[config.mk]
export PLATFORM = sky130hd
export DESIGN_NAME = regfile_param
export DESIGN_NICKNAME = d
export VERILOG_FILES = /design/src/rtl/regfile_param.sv
export SDC_FILE = /design/constraint.sdc
export NUM_CORES = 2
export LEC_CHECK = 0
export CORE_AREA = 2 2 231 461
export CTS_CLUSTER_DIAMETER = 150
export DETAILED_ROUTE_END_ITERATION = 8
export DIE_AREA = 0 0 233 463
export DONT_BUFFER_PORTS = 1
export PLACE_DENSITY_LB_ADDON = 0.15
export SYNTH_ARGS = -nofsm -noshare
export SYNTH_HDL_FRONTEND = slang
export SYNTH_HIERARCHICAL = 1
export SYNTH_SLANG_ARGS = --single-unit
[constraint.sdc]
create_clock -name clk -period 4.39 [get_ports clk]
set_input_delay 0.878 -clock clk [delete_from_list [all_inputs] [get_ports clk]]
set_output_delay 0.878 -clock clk [all_outputs]
set_load 0.005 [all_outputs]
[src/rtl/regfile_param.sv]
// ---------------------------------------------------------------------------
// regfile_param -- parameterised NREG x XLEN register file for the
// decode/writeback stage of the multi-cycle datapath.
//
// Two registered read ports, one write port, and a hardware clear sequencer.
// After reset, or after a clear_req pulse in RUN, the file is swept to zero
// one entry per cycle. While the sweep runs, ready is low and all accesses
// are ignored.
//
// Optional feature:
//   REGFILE_BYPASS_EN - when defined, a write accepted in a cycle is
//                       forwarded to a read port that reads the same index in
//                       that cycle. A hardwired zero register still reads 0.
//
// Parameters:
//   XLEN     data width
//   NREG     number of registers (power of two, 2..256)
//   ZERO_REG 1: register 0 reads as zero and ignores writes
//   AW       index width, derived from NREG
//
// Ports:
//   clk, reset          rising-edge clock, synchronous active-high reset
//   en                  register-stage strobe from the control FSM
//   clear_req           one-cycle request for a full zero-fill
//   rs1, rs2            read indices
//   rd, writedata       write index and data
//   regwrite            write request, qualified by en
//   readdata1/2         registered read data, one cycle after the index
//   ready               1 once the file holds defined values
// ---------------------------------------------------------------------------

// One read port: selects the storage word and applies forwarding and the
// zero-register override. The override comes last so it always wins.
module regfile_param_rdport #(
  parameter int XLEN     = 32,
  parameter int NREG     = 32,
  parameter int AW       = 5,
  parameter int ZERO_REG = 1,
  parameter bit BYPASS   = 1'b0
) (
  input  logic [NREG-1:0][XLEN-1:0] mem,
  input  logic [AW-1:0]             idx,
  input  logic                      wr_acc,
  input  logic [AW-1:0]             wr_idx,
  input  logic [XLEN-1:0]           wr_data,
  output logic [XLEN-1:0]           rdata
);

  always_comb begin
    rdata = mem[idx];
    if (BYPASS && wr_acc && (wr_idx == idx)) rdata = wr_data;
    if ((ZERO_REG != 0) && (idx == '0))      rdata = '0;
  end

endmodule

module regfile_param #(
  parameter  int XLEN     = 32,
  parameter  int NREG     = 32,
  parameter  int ZERO_REG = 1,
  localparam int AW       = (NREG > 1) ? $clog2(NREG) : 1
) (
  input  logic            clk,
  input  logic            reset,
  input  logic            en,
  input  logic            clear_req,
  input  logic [AW-1:0]   rs1,
  input  logic [AW-1:0]   rs2,
  input  logic [AW-1:0]   rd,
  input  logic [XLEN-1:0] writedata,
  input  logic            regwrite,
  output logic [XLEN-1:0] readdata1,
  output logic [XLEN-1:0] readdata2,
  output logic            ready
);

`ifdef REGFILE_BYPASS_EN
  localparam bit BYPASS = 1'b1;
`else
  localparam bit BYPASS = 1'b0;
`endif

  localparam int            NPORT    = 2;
  localparam logic [AW-1:0] CNT_LAST = AW'(NREG - 1);

  typedef enum logic {ST_CLEAR, ST_RUN} state_t;

  state_t                       state_q, state_d;
  logic [AW-1:0]                cnt_q, cnt_d;
  logic                         ready_q, ready_d;
  logic [NREG-1:0][XLEN-1:0]    mem_q, mem_d;
  logic [NPORT-1:0][XLEN-1:0]   rdata_q, rdata_d;
  logic [NPORT-1:0][XLEN-1:0]   rd_val;
  logic [NPORT-1:0][AW-1:0]     rs_idx;
  logic                         wr_acc;

  assign rs_idx = {rs2, rs1};

  // A write lands only in RUN with the stage enabled; a clear request in the
  // same cycle drops it (and therefore also suppresses any forwarding).
  assign wr_acc = (state_q == ST_RUN) && en && regwrite && !clear_req &&
                  !((ZERO_REG != 0) && (rd == '0));

  for (genvar p = 0; p < NPORT; p++) begin : g_rd
    regfile_param_rdport #(
      .XLEN     (XLEN),
      .NREG     (NREG),
      .AW       (AW),
      .ZERO_REG (ZERO_REG),
      .BYPASS   (BYPASS)
    ) u_rd (
      .mem     (mem_q),
      .idx     (rs_idx[p]),
      .wr_acc  (wr_acc),
      .wr_idx  (rd),
      .wr_data (writedata),
      .rdata   (rd_val[p])
    );
  end

  always_comb begin
    state_d = state_q;
    cnt_d   = cnt_q;
    mem_d   = mem_q;
    rdata_d = rdata_q;
    unique case (state_q)
      ST_CLEAR: begin
        // Sweep: one entry per cycle, counter wraps to 0 on the last one.
        mem_d[cnt_q] = '0;
        cnt_d        = cnt_q + AW'(1);
        if (cnt_q == CNT_LAST) begin
          state_d = ST_RUN;
          cnt_d   = '0;
        end
      end
      ST_RUN: begin
        if (en) rdata_d = rd_val;
        if (wr_acc) mem_d[rd] = writedata;
        if (clear_req) begin
          state_d = ST_CLEAR;
          cnt_d   = '0;
        end
      end
      default: begin
        state_d = ST_CLEAR;
        cnt_d   = '0;
      end
    endcase
    ready_d = (state_d == ST_RUN);
  end

  always_ff @(posedge clk) begin
    if (reset) begin
      state_q <= ST_CLEAR;
      cnt_q   <= '0;
      ready_q <= 1'b0;
      rdata_q <= '0;
    end else begin
      state_q <= state_d;
      cnt_q   <= cnt_d;
      ready_q <= ready_d;
      rdata_q <= rdata_d;
    end
  end

  // Storage has no reset of its own; the sweep that follows reset clears it.
  always_ff @(posedge clk) begin
    if (!reset) mem_q <= mem_d;
  end

  assign readdata1 = rdata_q[0];
  assign readdata2 = rdata_q[1];
  assign ready     = ready_q;

endmodule

==> summary.txt <==
Outcome
  • Status: complete, no violations

Timing
  • Relative slew slack: approximately 16%
  • RSZ-0062 raised after global routing: false
  • Slew @ Worst Pin: 1.263 ns
  • Final Skew: approximately 0.018 ns
  • Setup TNS: 0 ns
  • # setup viols final: 0
  • Hold Vio Cnt, Final: 0
  • Min Tclk post-route: 3.053 ns
  • Final setup margin: ~1.3 ns
  • Final Cycle Share: between 60% and 70%
  • Final Max Tran Viols: 0
  • Highest Clock Rate: ~330 MHz

Pwr
  • Peak supply drop: between 0.3 and 0.4 mV
  • PD cells: between 300 and 400 nW/um^2
  • Leak: between 20 and 25 nW

Final layout
  • Final core utilization: between 60% and 70%
  • Commonest non-fill, non-tap cells in the layout: 1024 x edfxtp_1, 838 x o2bb2ai_1, 448 x mux4_2
  • # fillers: between 7000 and 8000
  • Synth-to-Final Area Change: 7.339%
  • Most common cell after layout, fill and taps aside: edfxtp_1
  • Multi-input combinational cell area: 27100 sq um
  • Share of cells above drive strength 1: between 20 and 25%
  • Storage cell area: around 32000 sq um
  • Final instance area: approximately 66000 sq um
  • Final net count: a little over 4000

Global route
  • Remaining global-route overflow: 0
  • All-Layer GR Usage: between 30% and 40%
  • First-pass GRT wire length: between 300000 and 400000 um
  • Pin count of the biggest net entering global routing: 290
  • Initial antenna violation count: 10
  • Via count of the first global-routing pass: about 43000

Critical path
  • Kind of launch point of the worst setup path: register
  • Crit-path slowest cell: nor2b_1
  • CP required: roughly 4.8 ns
  • Critical-path cell list: inv_1 > ha_1 > nor2b_1 > a21oi_4 > buf_4 > o2bb2ai_1
  • CP arrival: ~3.5 ns
  • Critical Path End Type: register
  • CP Class: reg2reg
  • CP max stage delay: about 0.78 ns
  • CP max FO: 24

Routing
  • # DRC: 0
  • Pre-antenna DRT Iters: 7
  • Final ANT Viol Nets: 0
  • Wire per inst: about 39 um
  • Via count: 44350
  • DRT Wirelength: about 210000 um
  • Vias per inst: between 8 and 9
  • DR iter-0 viols: between 6000 and 7000

Synth
  • Mapped Area: 61150 sq um
  • Syn Inst Count: roughly 4300
  • Syn_area_per_cell: approximately 14 sq um
  • Total nets after synthesis: 4355
  • Yosys warning count: 6

Placement
  • DP Area: a little over 60000 sq um
  • Setup slack at placement: about 1.2 ns
  • Port bufs: 0
  • Post-DP HPWL: 135400 um
  • GPL Wtd Cong: a little over 0.9

Clock tree
  • Clock sinks: approximately 1100
  • Htree depth: 3
  • Post-cts resize count: 0
  • Hold Buf Count CTS: 0
  • CTS tree: yes
  • Clock Latency Late Sink: about 0.74 ns
  • Root buf cell: clkbuf_16
  • Clock buffer depth: 3
  • CTS clk-pin slew, worst paths: roughly 0.08 ns
  • Total CTS buffers: 98
  • Post-CTS Setup Repair Bufs: 0

Job
  • Max cap viols: 0

Hold path
  • Worst Hold Class: in2reg

Floorplanning
  • Die height: between 400 and 500 um
  • Initial core utilization: between 50% and 60%
  • I/O pin cnt: approximately 120
  • Rows: ~170
  • Die X: about 230 um
  • Total core area: between 100000 and 150000 sq um
  • Die area: around 110000 sq um
## critical path: cells and delay by family (launching register included)
kind / cells / cell delay, ns
compound gates: 2 / 0.47
fa+ha+maj: 1 / 0.60
buf+inv: 2 / 0.50
flops: 1 / 0.36
simple gates: 1 / 0.78
## per-stage QoR
step | std cells | power, mW | hold WS (ns)
after global routing | 5462 | 25.03 | 0.2020
final | 5472 | 24.49 | 0.2123
after CTS | 5461 | 24.43 | 0.1855
after global placement | 5279 | 15.35 | 0.4608
after detailed placement | 5279 | 15.43 | 0.4661
after floorplan | 4298 | 14.84 | 0.4527
## per-layer routing
metal | track usage (%) | vias to the layer above | routed length (um)
met3 | 10.56 | 737 | 25350
met5 | 0 | - | 118
met4 | 19.44 | 12 | 12270
met2 | 64.29 | 3379 | 103900
li1 | - | 17530 | -
met1 | 49.23 | 22700 | 71830
## registers in the layout, summed over array words and instances (netlist names)
| register | cells |
|---|---|
| mem_q | 1024 |
| cnt_q | 5 |
| readdata1 | 32 |
| ready | 1 |
| readdata2 | 32 |
## cell type report
type,count,share of cell area (%)
diodes,11,0.04193
clock buffers,116,3.869
clock inverters,66,1.104
inverters,9,0.05528
multi-input cells,2655,41.28
flip-flops and latches,1094,48.99
well taps,1360,2.592
repair buffers,161,2.070
## path summary, 6_finish.rpt
check,start,depth (start not counted),endpoint,slack (ns)
hold reg to reg,readdata1[3]$_SDFFE_PP0N_,2,readdata1[3]$_SDFFE_PP0N_,0.47
setup reg to reg,cnt_q[0]$_SDFFE_PP0P_,6,mem_q[216]$_DFFE_PP_,1.34
setup / recovery,cnt_q[0]$_SDFFE_PP0P_,6,mem_q[216]$_DFFE_PP_,1.34
hold / removal,reset,1,readdata1[13]$_SDFFE_PP0N_,0.21
## report_power, final
| part | switching [mW] | internal [mW] | total (mW) |
|---|---|---|---|
| sequential | 0.460 | 12.1 | 12.6 |
| combinational | 1.29 | 1.44 | 2.73 |
| clock | 4.19 | 4.98 | 9.17 |
| total | 5.94 | 18.5 | 24.5 |
No activity file was read; power rests on OpenSTA's default activity.
